[config.mk]
export PLATFORM = sky130hd
export DESIGN_NAME = ext_stage
export DESIGN_NICKNAME = d
export VERILOG_FILES = /design/src/rtl/ext_pkg.sv /design/src/rtl/ext_fmt.sv /design/src/rtl/ext_stage.sv
export SDC_FILE = /design/constraint.sdc
export NUM_CORES = 1
export LEC_CHECK = 0
export CORE_MARGIN = 5
export CORE_UTILIZATION = 46
export DETAILED_ROUTE_END_ITERATION = 10
export GPL_ROUTABILITY_DRIVEN = 0
export PLACE_DENSITY = 0.79
export SLEW_MARGIN = 40
export SYNTH_ARGS = -nofsm -noshare
export SYNTH_HDL_FRONTEND = slang
export SYNTH_HIERARCHICAL = 1
export SYNTH_SLANG_ARGS = --single-unit
[constraint.sdc]
create_clock -name cpu_clk -period 5 [get_ports cpu_clk]
set_clock_uncertainty 0.1 [all_clocks]
set_input_delay 1.5 -clock cpu_clk [delete_from_list [all_inputs] [get_ports cpu_clk]]
set_output_delay 1.5 -clock cpu_clk [all_outputs]
set_load 0.02 [all_outputs]
[src/rtl/ext_pkg.sv]
// Shared opcodes, field widths and helpers for the immediate-extension stage.
package ext_pkg;

    localparam int unsigned EXT_OP_W   = 3;
    localparam int unsigned INST_IMM_W = 26;

    localparam logic [EXT_OP_W-1:0] EXT_20  = 3'd0;
    localparam logic [EXT_OP_W-1:0] EXT_12  = 3'd1;
    localparam logic [EXT_OP_W-1:0] EXT_12U = 3'd2;
    localparam logic [EXT_OP_W-1:0] EXT_5   = 3'd3;
    localparam logic [EXT_OP_W-1:0] EXT_16  = 3'd4;
    localparam logic [EXT_OP_W-1:0] EXT_26  = 3'd5;

    // Opcodes 6 and 7 have no defined format.
    function automatic logic is_reserved_op(input logic [EXT_OP_W-1:0] op);
        return (op > EXT_26);
    endfunction

endpackage

[src/rtl/ext_fmt.sv]
// Combinational LA32R immediate formatter: builds a 32-bit result, then widens to DATA_W.
module ext_fmt
    import ext_pkg::*;
#(
    parameter int unsigned DATA_W = 32
) (
    input  logic [INST_IMM_W-1:0] din,
    input  logic [EXT_OP_W-1:0]   ext_op,
    output logic [DATA_W-1:0]     ext,
    output logic                  op_err
);

    logic [31:0] r32;
    logic        sext;

    // Select the format, then replicate R[31] above bit 31 for signed formats.
    always_comb begin
        r32    = '0;
        sext   = 1'b0;
        op_err = 1'b0;
        ext    = '0;
        unique case (ext_op)
            EXT_20:  begin r32 = {din[24:5], 12'h000};                          sext = 1'b1; end
            EXT_12:  begin r32 = {{20{din[21]}}, din[21:10]};                   sext = 1'b1; end
            EXT_12U: begin r32 = {20'h00000, din[21:10]};                                    end
            EXT_5:   begin r32 = {27'h0000000, din[14:10]};                                  end
            EXT_16:  begin r32 = {{14{din[25]}}, din[25:10], 2'b00};            sext = 1'b1; end
            EXT_26:  begin r32 = {{4{din[9]}}, din[9:0], din[25:10], 2'b00};    sext = 1'b1; end
            default: begin r32 = {6'h00, din};                                  op_err = 1'b1; end
        endcase
        ext = DATA_W'(r32);
        if (sext && r32[31]) begin
            ext = ext | ~DATA_W'(32'hFFFF_FFFF);
        end
    end

endmodule

[src/rtl/ext_stage.sv]
// Buffered immediate-extension stage: formats at the input, queues results in a DEPTH-entry FIFO.
module ext_stage
    import ext_pkg::*;
#(
    parameter int unsigned DATA_W = 32,
    parameter int unsigned DEPTH  = 2,
    parameter int unsigned TAG_W  = 32
) (
    input  logic                      cpu_clk,
    input  logic                      cpu_rst,
    input  logic                      flush,
    input  logic                      in_valid,
    output logic                      in_ready,
    input  logic [INST_IMM_W-1:0]     in_din,
    input  logic [EXT_OP_W-1:0]       in_ext_op,
    input  logic [TAG_W-1:0]          in_tag,
    output logic                      out_valid,
    input  logic                      out_ready,
    output logic [DATA_W-1:0]         out_ext,
    output logic                      out_op_err,
    output logic [TAG_W-1:0]          out_tag,
    output logic [$clog2(DEPTH):0]    occupancy
);

    localparam int unsigned PTR_W = (DEPTH > 1) ? $clog2(DEPTH) : 1;
    localparam int unsigned CNT_W = $clog2(DEPTH) + 1;
    localparam logic [CNT_W-1:0] DEPTH_C = CNT_W'(DEPTH);
    localparam logic [PTR_W-1:0] LAST_P  = PTR_W'(DEPTH - 1);

    if (DATA_W < 32) begin : g_bad_width
        $error("ext_stage: DATA_W must be at least 32");
    end

    logic [DATA_W-1:0] mem_ext [DEPTH];
    logic              mem_err [DEPTH];
    logic [TAG_W-1:0]  mem_tag [DEPTH];

    logic [PTR_W-1:0] wr_ptr, wr_ptr_nxt;
    logic [PTR_W-1:0] rd_ptr, rd_ptr_nxt;
    logic [CNT_W-1:0] occ_nxt;

    logic [DATA_W-1:0] fmt_ext;
    logic              fmt_err;
    logic              push;
    logic              pop;

    ext_fmt #(.DATA_W(DATA_W)) u_fmt (
        .din    (in_din),
        .ext_op (in_ext_op),
        .ext    (fmt_ext),
        .op_err (fmt_err)
    );

    assign in_ready  = (occupancy < DEPTH_C);
    assign out_valid = (occupancy != '0);
    assign push      = in_valid & in_ready;
    assign pop       = out_valid & out_ready;

    // Head entry drives the outputs; masked to zero while empty.
    assign out_ext    = out_valid ? mem_ext[rd_ptr] : '0;
    assign out_op_err = out_valid ? mem_err[rd_ptr] : 1'b0;
    assign out_tag    = out_valid ? mem_tag[rd_ptr] : '0;

    // Next pointer/occupancy; reset and flush discard any same-cycle push or pop.
    always_comb begin
        wr_ptr_nxt = wr_ptr;
        rd_ptr_nxt = rd_ptr;
        occ_nxt    = occupancy;
        if (cpu_rst || flush) begin
            wr_ptr_nxt = '0;
            rd_ptr_nxt = '0;
            occ_nxt    = '0;
        end else begin
            if (push) begin
                wr_ptr_nxt = (wr_ptr == LAST_P) ? '0 : wr_ptr + PTR_W'(1);
            end
            if (pop) begin
                rd_ptr_nxt = (rd_ptr == LAST_P) ? '0 : rd_ptr + PTR_W'(1);
            end
            if (push && !pop) begin
                occ_nxt = occupancy + CNT_W'(1);
            end else if (pop && !push) begin
                occ_nxt = occupancy - CNT_W'(1);
            end
        end
    end

    // Pointer and occupancy registers.
    always_ff @(posedge cpu_clk) begin
        wr_ptr    <= wr_ptr_nxt;
        rd_ptr    <= rd_ptr_nxt;
        occupancy <= occ_nxt;
    end

    // Entry storage; contents are don't-care until written.
    always_ff @(posedge cpu_clk) begin
        if (push && !flush && !cpu_rst) begin
            mem_ext[wr_ptr] <= fmt_ext;
            mem_err[wr_ptr] <= fmt_err;
            mem_tag[wr_ptr] <= in_tag;
        end
    end

    // Occupancy must never wrap past full or below empty.
    a_no_overflow: assert property (@(posedge cpu_clk) disable iff (cpu_rst)
        !(push && !pop && occupancy == DEPTH_C));
    a_no_underflow: assert property (@(posedge cpu_clk) disable iff (cpu_rst)
        !(pop && occupancy == '0));

endmodule

### Word level (Yosys, flattened, before mapping)

Memories as Yosys holds them, arrays and structs flattened. A register that Yosys moved wholly into a read port is not among the register bits.
Cells that the tools add are included.

| storage, ports and cells | value |
|---|---|
| flip-flop bits (word level) | 4 |
| memory bits (writable) | 130 |
| bits of input ports | 66 |
| output and inout bits | 69 |
| logic and storage cells | 48 |
| memories | 3 |

| operators by class | value |
|---|---|
| add/sub/neg operators | 4 |
| order comparisons | 1 |
| eq/ne operators | 5 |
| mux-type cells | 17 |
| bitwise logic cells | 2 |
| reduce and logical (&&, ||, !) cells | 13 |

Memory list:

| name | words | width | rd ports | clocked after memory_dff | wr ports | RTL line | RTL |
|---|---|---|---|---|---|---|---|
| mem_ext | 2 | 32 | 1 | 1 | 1 | ext_stage.sv:34 | `logic [DATA_W-1:0] mem_ext [DEPTH];` |
| mem_tag | 2 | 32 | 1 | 1 | 1 | ext_stage.sv:36 | `logic [TAG_W-1:0] mem_tag [DEPTH];` |
| mem_err | 2 | 1 | 1 | 1 | 1 | ext_stage.sv:35 | `logic mem_err [DEPTH];` |

Operator list:

| operator | count |
|---|---|
| $pmux 32 s6 | 1 |
| $mux 32 | 2 |
| $mux 1 | 12 |
| $eq 3x2->1 const B | 2 |
| $eq 3x3->1 const B | 2 |
| $reduce_or 6->1 | 1 |
| $logic_and 1x1->1 | 4 |
| $logic_not 1->1 | 4 |
| $mux 2 | 2 |
| $reduce_bool 2->1 | 2 |
| $eq 3x1->1 const B | 1 |
| $logic_not 3->1 | 1 |
| $add 1x1->1 const B | 2 |
| $add 2x1->2 const B | 1 |
| $and 1x1->1 | 2 |
| $lt 2x2->1 const B | 1 |
| $sub 2x1->2 const B | 1 |
| $logic_or 1x1->1 | 1 |

### Longest topological paths before layout

Gate-level depths: netlist of the first run.

| depth | value |
|---|---|
| word-level depth | 6 |
| mapped depth | 5 |
| gate-level depth less buffers | 5 |

### Cells and area by module

The synthesis of the first run kept the hierarchy.

Modules (own cells, without submodules):

| module | instances | cells each | area each (um2) | sequential area each (um2) |
|---|---|---|---|---|
| ext_stage | 1 | 300 | 5138.7 | 4003.8 |
| ext_fmt | 1 | 131 | 842.1 | 0.0 |

### Least setup slack after synthesis of the first run

No wires, ideal clock.

| timing | value |
|---|---|
| path type | in2reg |
| start | input in_valid |
| end | memory mem_err[0], enable pin |
| library setup time | 0.489 ns |
| arrival | 4.461 ns |
| data required time | 4.411 ns |
| slack | -0.050 ns |
| cell stages on the path | 3 |
| path buffers | 0 |
| path through | and2b_1 -> nand2_1 -> nor2_1 |

| between the ends | value |
|---|---|
| word-level cells in the longest chain between the ends | 5 |

RTL lines:

| what | RTL line | RTL |
|---|---|---|
| from (decl) | ext_stage.sv:12 | `input logic in_valid,` |
| $and 1x1->1 | ext_stage.sv:56 | `assign push = in_valid & in_ready;` |
| $logic_and 1x1->1 (2 in series) | ext_stage.sv:97 | `if (push && !flush && !cpu_rst) begin` |
| $mux 1 | ext_stage.sv:97 |  |
| $mux 1 (not written as such) | ext_stage.sv:99 | `mem_err[wr_ptr] <= fmt_err;` |
| to (decl) | ext_stage.sv:35 |  |

Every way passes these cells.

==> impl_summary.md, run 1 <==
Status
The flow ran to the end, and the final reports show no timing, DRC or antenna violations.

Placed design
During placement, the flow inserted port buffers numbering 134. The setup slack at placement is 1.31 ns. After legalization and detailed placement, the total HPWL measured 9.37 mm.

Logic synthesis
The proportion of synthesized flip-flops having asynchronous set or reset is 0%. In this run, synthesis inferred 130 flip-flops with an integrated enable. Yosys mapped the design onto 41 distinct sky130hd cell types. edfxtp_1 takes more of the synthesized area than any other cell. The average instance in the mapped netlist occupies 13.9 um^2. In the post-synthesis netlist, the biggest area contributors are edfxtp_1, mux2i_1, nor2_1.

The netlist area before placement is 0.00598 mm^2. In this run the biggest area consumer among cell types represents 65.3% of the synthesized area. The synthesized netlist cell count is 431.

The portion of the post-synthesis area used by sequential elements is 66.9%. The synthesized netlist net count is 498. The total number of yosys warnings is 6. After synthesis the netlist holds a flip-flop and latch count of 135. The most common cell in the synthesized netlist is edfxtp_1. By count the netlist is led by edfxtp_1, nor2_1, mux2i_1, nand2_1, o21ai_0. In the synthesized netlist the dominant register cell turns out to be edfxtp_1.

CTS
TritonCTS created 17 clock buffers. The clock net sink count is 135. The number of gates resized after CTS was 0.

The deepest level of the CTS H-tree is 4. The tree is rooted in a clkbuf_16. The number of hold-repair buffers added at the cts stage is 0.

The clock tree from TritonCTS is built. Clock latency on the worst-skew pair, taken at its later pin, is 0.41 ns. The buffer count from post-CTS setup fixing is 0.

The clock tree buffer depth is 2. After clock tree synthesis, the clock-pin slew on the worst setup and hold paths is 0.06 ns.

Detailed routing
The violation count after the first detailed-route iteration is 322. The total via count in the routed design is 3,951. The post-detailed-route via-to-cell ratio is 5.25. After detailed routing, the total wire length is 13.4 mm. The number of iterations in the first detailed-routing pass is 5. After detailed routing, the number of remaining DRC violations is 0.

The detail-routed net length per standard cell is 17.8 um. The count of nets left with antenna violations once routing finished came out at 0.

STA
Setup repair after global routing left no endpoint under its margin. The count of pins over their slew limit came to 0. The hold violation total from the final report is 0. Derived from the worst setup path, the maximum achievable clock frequency is 244 MHz. The relative slew slack is 56.1%. At the pin with the least slew margin, the transition time is 0.658 ns.

The post-route fraction of the period consumed by the critical path is 81.8%. Setup violations remaining at the end of the flow were counted as 0. The routed design could run at a clock period as short as 4.09 ns.

The setup total negative slack is 0 ns. Once routing completed, OpenROAD measured the worst setup slack at 0.908 ns.

Finish
In the final layout, the share of cells above drive strength 1 is 11.6%. Compared with the post-synthesis result, the final layout area differs by 34.0%. The repair_antennas step left the layout with diodes totalling 0.

The number of nets in the layout is 634. After filler insertion, the fill cell instance count of the layout stands at 982.

Critical path
The number of buffers and inverters on the critical path is 2. In this run the worst path has a maximum fanout of 37. The data required time at the worst endpoint is 3.40 ns. STA classifies the critical path startpoint as a flop.

At the worst endpoint, the arrival time is 2.49 ns. The slowest stage of the critical path is the dfxtp_4 cell. The capturing element type of the critical path is an output pin. The critical path goes through buf_4, mux2i_1, nor2_1, clkdlybuf4s50_1.

The startpoint-to-endpoint class of the critical path is reg2out. On the worst path, the slowest cell contributes a delay of 0.78 ns. The startpoint of the lowest-slack register-to-register path is occupancy[1]$_SDFFE_PP0P_.

The family with the most delay on the worst path is buffers and inverters.

Global route
The initial antenna violation count is 0. Entering global routing, the biggest net connects 38 pins. The first global-routing pass estimated 20.6 mm of wire. The number of global-route vias before repair came to 4,020. The global-route total usage across every layer is 17.7%. The global-route congestion overflow total is 0.

Pwr
In this run the static leakage power is 2.64 nW. The maximum vdd ir drop is 209 uV. The power density of the placed cells is 361 mW/mm^2.

The share of total power in sequential cells is 44.5%. Per report_power, the combinational group accounts for 13.7% of the total. The power consumption is 2.90 mW. The switching component of the power is 698 uW.

In this run switching power makes up 24.1% of total power. The clock group share of total power is 41.8%. The internal power component is 2.20 mW.

Hold path
The worst hold path begins at occupancy[1]$_SDFFE_PP0P_. The classification of the worst-slack hold path is reg2reg.

Floorplan
The floorplan has 41 rows. The die covers 0.0154 mm^2. The core box area is 0.0127 mm^2. During I/O placement, the number of pins put on the boundary was 135. The die span in y is 124 um.

The effective utilization at floorplan is 47.2%. The horizontal extent of the die is 124 um.

Flow run
The max capacitance violation total is 0.
==> layer usage <==
layer | share of wire (%) | wire length (um) | up-vias | track usage [%]
met1 | 41 | 5460 | 1911 | 22.2
met4 | 1.1 | 150 | 0 | 4.45
met3 | 8.7 | 1160 | 13 | 6.40
met5 | 0 | 0 | - | 0
met2 | 49 | 6590 | 163 | 29.3
li1 | - | - | 1864 | -
==> path summary, 6_finish.rpt <==
path	endpoint	slack, ns	depth (start not counted)
worst max-delay path	out_ext[15]	0.91	4
worst min-delay path	occupancy[1]$_SDFFE_PP0P_	0.50	2
worst max register to register	mem_tag[0][0]$_DFFE_PP_	3.22	4
worst min register to register	occupancy[1]$_SDFFE_PP0P_	0.50	2
==> through the flow <==
step	cells	cell area [um^2]	hold slack (ns)	utilization, %
4_1_cts	752	8020	0.501	63.3
3_3_place_gp	720	7440	0.445	58.8
5_1_grt	752	8020	0.553	63.3
2_1_floorplan	431	5980	0.420	-
3_5_place_dp	720	7440	0.469	58.7
6_report	752	8020	0.505	63.3
==> placed cells by master (no fill, tap or decap), drive strengths merged, types with 8 or more instances in the layout <==
master / netlist / final
clkbuf: 3 / 19
a21oi: 8 / 8
edfxtp: 130 / 130
o21ai: 20 / 20
mux2: 16 / 16
mux2i: 66 / 66
clkdlybuf4s50: 0 / 132
buf: 24 / 12
nor2: 71 / 71
nand2: 37 / 37
==> cell type report <==
type	instances	area [um^2]	share of cell area (%)
Sequential cell	135	4010	50.0
Multi-Input combinational cell	266	1790	22.4
Inverter	3	11.3	0.140
Clock inverter	13	148	1.84
Clock buffer	19	433	5.40
Tap cell	172	215	2.68
Timing Repair Buffer	144	1410	17.5
==> cells by family (layout without fill, tap and decap cells) <==
logic type / count (synthesis) / after routing / share of synthesized area (%)
mux: 82 / 82 / 14.1
flops: 135 / 135 / 66.9
compound gates: 55 / 55 / 6.15
xor+xnor: 5 / 5 / 0.858
simple gates: 123 / 123 / 8.45
fa+ha+maj: 1 / 1 / 0.209
buf+inv: 30 / 179 / 3.33
==> state kept, by name, indices dropped and copies added, names as in the netlist, named ones only <==
| signal | flops |
|---|---|
| mem_tag | 64 |
| mem_err | 2 |
| mem_ext | 64 |
| occupancy | 2 |
| rd_ptr | 1 |
| wr_ptr | 1 |
==> power by group through the flow <==
stage / sequential, mW / clock (mW) / combinational [mW]
3_5_place_dp: 1.31 / 0 / 0.399
2_1_floorplan: 1.31 / 0 / 0.214
4_1_cts: 1.29 / 1.23 / 0.401
5_1_grt: 1.29 / 1.28 / 0.428
3_3_place_gp: 1.31 / 0 / 0.392
6_report: 1.29 / 1.21 / 0.397
==> tightest hold or removal path: stages (launching register included) <==
cell and delay [ns]:
dfxtp_1 0.37, o21ai_0 0.11, a21boi_1 0.07
Power figures use the tool's default switching activity.
==> run 2: changes to the inputs <==
CORE_UTILIZATION = 50   (was 46)
PLACE_DENSITY = 0.81   (was 0.79)
clock period = 3.85 ns   (was 5 ns; I/O delays follow)
==> run 2 against run 1 <==
Against the previous run: setup slack lost 0.37 ns; count of clock-buffer cells in the layout grew 9; flip-flop and latch count is the same; sequential power grew 29%; first-iteration DRC count grew 3.4%; largest cell class unchanged; highest routed layer unchanged.
==> impl_summary.md, run 2 (synthesis gave the netlist of run 1 again) <==
Finish
The largest registers in the layout are mem_ext x64, mem_tag x64. The number of nets in the layout is 633 (-0.16%). The share of final-layout standard cells stronger than drive strength 1 came to 10.4% (-1.2 points). The area overhead of the layout relative to synthesis was 33.9% (about the same).

The diode insertion count for antenna repair was 0 (unchanged). In the layout the commonest cells are clkdlybuf4s50_1, edfxtp_1, nor2_1, mux2i_1, nand2_1. Leaving out fill and tap cells, the most frequent cell in the layout is clkdlybuf4s50_1.

Critical path
For this design, the slowest cell found on the critical path is clkdlybuf4s50_1. The top fanout value on the critical path came to 25 (-32%). STA classifies the critical path endpoint as an output pin. By startpoint and endpoint, the worst setup path is classified as reg2out. The count of buffering cells on the critical path with inverters included was 2 (unchanged). The data required time at the worst endpoint is 2.59 ns (-0.81 ns). STA classifies the critical path startpoint as a flop. The endpoint arrival time on the critical path came to 2.06 ns (-0.43 ns).

The signal on the critical path passes through buf_4, mux2i_1, nor2_1, clkdlybuf4s50_1. The maximum single-stage delay on the critical path came to 0.63 ns (-0.15 ns). The family with the most delay on the worst path is buffers and inverters.

Floorplan
The boundary pin count came to 135 (unchanged). The die footprint is 0.0142 mm^2 (-7.4%). The number of cell rows is 40 (-2.4%). The horizontal extent of the die is 119 um (-3.8%). The core box area was 0.0119 mm^2 (-6.4%). The effective utilization at floorplan was 50.4% (+3.2 points).

The die span in y is 119 um (-3.8%).

CTS
The number of hold-repair buffers added at the cts stage was 0 (unchanged). The clock tree from TritonCTS is built. The clock tree buffer depth came to 2 (unchanged). The later-pin clock latency in the skew report was 0.41 ns (about the same). The deepest level of the CTS H-tree came to 4 (unchanged). The clock net sink count was 135 (unchanged). The cell sitting at the root of the clock tree is a clkbuf_16. The clock-pin slew of the registers on the worst-case setup and hold paths is 0.05 ns (about the same). The number of CTS-inserted buffers is 17 (unchanged).

The post-cts resize count is 0 (unchanged). The buffer count from post-CTS setup fixing is 0 (unchanged).

STA
Counting I/O delays and the setup requirement, the final critical path takes 3.32 ns. Derived from the worst setup path, the maximum achievable clock frequency is 302 MHz. The hold violation total from the final report is 0 (unchanged). The setup total negative slack is 0 ns (unchanged). The worst path uses 86.1% of the clock period. Setup repair after global routing left no endpoint under its margin. The relative slew slack is 71.0% (+15 points).

The count of pins over their slew limit is 0 (unchanged). The actual transition at the worst max-transition pin was 0.431 ns (-0.228 ns). The number of failing setup endpoints in the final timing report is 0 (unchanged).

Detailed routing
The wire length after detailed routing is 13.1 mm (-1.8%). The violation count after the first detailed-route iteration was 333 (+3.4%). The remaining routing DRC violations is 0 (unchanged). The total via count in the routed design was 4,003 (+1.3%). The post-route antenna net violation count is 0 (unchanged).

The detail-routed net length per standard cell is 18.1 um (+1.7%). The number of iterations in the first detailed-routing pass is 4 (-1). The post-detailed-route via-to-cell ratio came to 5.51 (+4.9%).

Global route
The initial antenna violation count is 0 (unchanged). The number of global-route vias before repair is 3,922 (-2.4%). The first-pass GRT wire length is 20.3 mm (-1.3%). The largest net degree at the start of global routing came to 67 (+76%). The global-route total usage across every layer came to 18.6% (+0.91 points).

The global-route congestion overflow total is 0 (unchanged).

Placed design
The half-perimeter wire length after placement is 8.68 mm (-7.3%). The total of buffers placed on input and output ports was 134 (unchanged).

Pwr
The power density of the placed cells is 461 mW/mm^2 (+28%). The maximum vdd ir drop is 272 uV (+30%). The total leakage power is 2.65 nW (+0.32%). The power consumption is 3.70 mW (+28%).

Status
The flow ran to the end, and the final reports show no timing, DRC or antenna violations.

Hold path
The classification of the worst-slack hold path is reg2reg.

Flow run
The max capacitance violation total is 0 (unchanged).
[run 2: cell types whose count changed in the layout (fill, tap and decap cells not counted), moves of 4 or more]
cell	before	now
clkbuf_1	2	7
clkbuf_8	0	4
buf_12	0	4
buf_4	10	5
inv_6	4	0
[run 2: per-stage QoR]
stage	utilization, %	cell area [um^2]	hold slack [ns]	std cells	setup WS [ns]
after floorplan	-	5980	0.420	431	0.243
after global placement	62.9	7460	0.443	694	0.879
after detailed placement	62.9	7460	0.459	694	0.788
after CTS	67.5	8010	0.471	726	0.491
after global routing	67.5	8010	0.512	726	0.429
final	67.5	8010	0.466	726	0.534
[run 2: final timing paths]
| path | startpoint | to | slack, ns | depth (start not counted) |
|---|---|---|---|---|
| worst max-delay path | flop | out_tag[19] | 0.53 | 4 |
| worst min-delay path | rd_ptr$_SDFFE_PP0P_ | flop | 0.47 | 2 |
| worst max register to register | occupancy[1]$_SDFFE_PP0P_ | occupancy[1]$_SDFFE_PP0P_ | 2.08 | 4 |
| worst min register to register | rd_ptr$_SDFFE_PP0P_ | flop | 0.47 | 2 |
[run 2: final cells by class]
class | instances | area, um^2
flip-flops and latches | 135 | 4010
repair buffers | 143 | 1460
inverters | 3 | 11.3
fillers | 883 | 3850
clock inverters | 4 | 45.0
multi-input cells | 266 | 1790
clock buffers | 28 | 507
well taps | 147 | 184
[run 2: power by group]
group	total, mW	internal [mW]	switching (mW)
combinational	0.530	0.245	0.284
clock	1.50	0.953	0.543
sequential	1.67	1.66	0.0118
total	3.70	2.86	0.839
[run 2: layer usage]
layer  GRT usage, %  vias up  routed length [um]
met3           5.60       29                1020
met4           8.59        0                 272
met2           29.1      172                6300
met5              0        -                   0
li1               -     1863                   -
met1           23.9     1939                5520
[run 2: worst reg2reg max path, stage by stage, from the launching register on]
cell	delay (ns)
dfxtp_1	0.46
and2b_1	0.27
ha_1	0.35
or3_1	0.37
a21boi_1	0.15
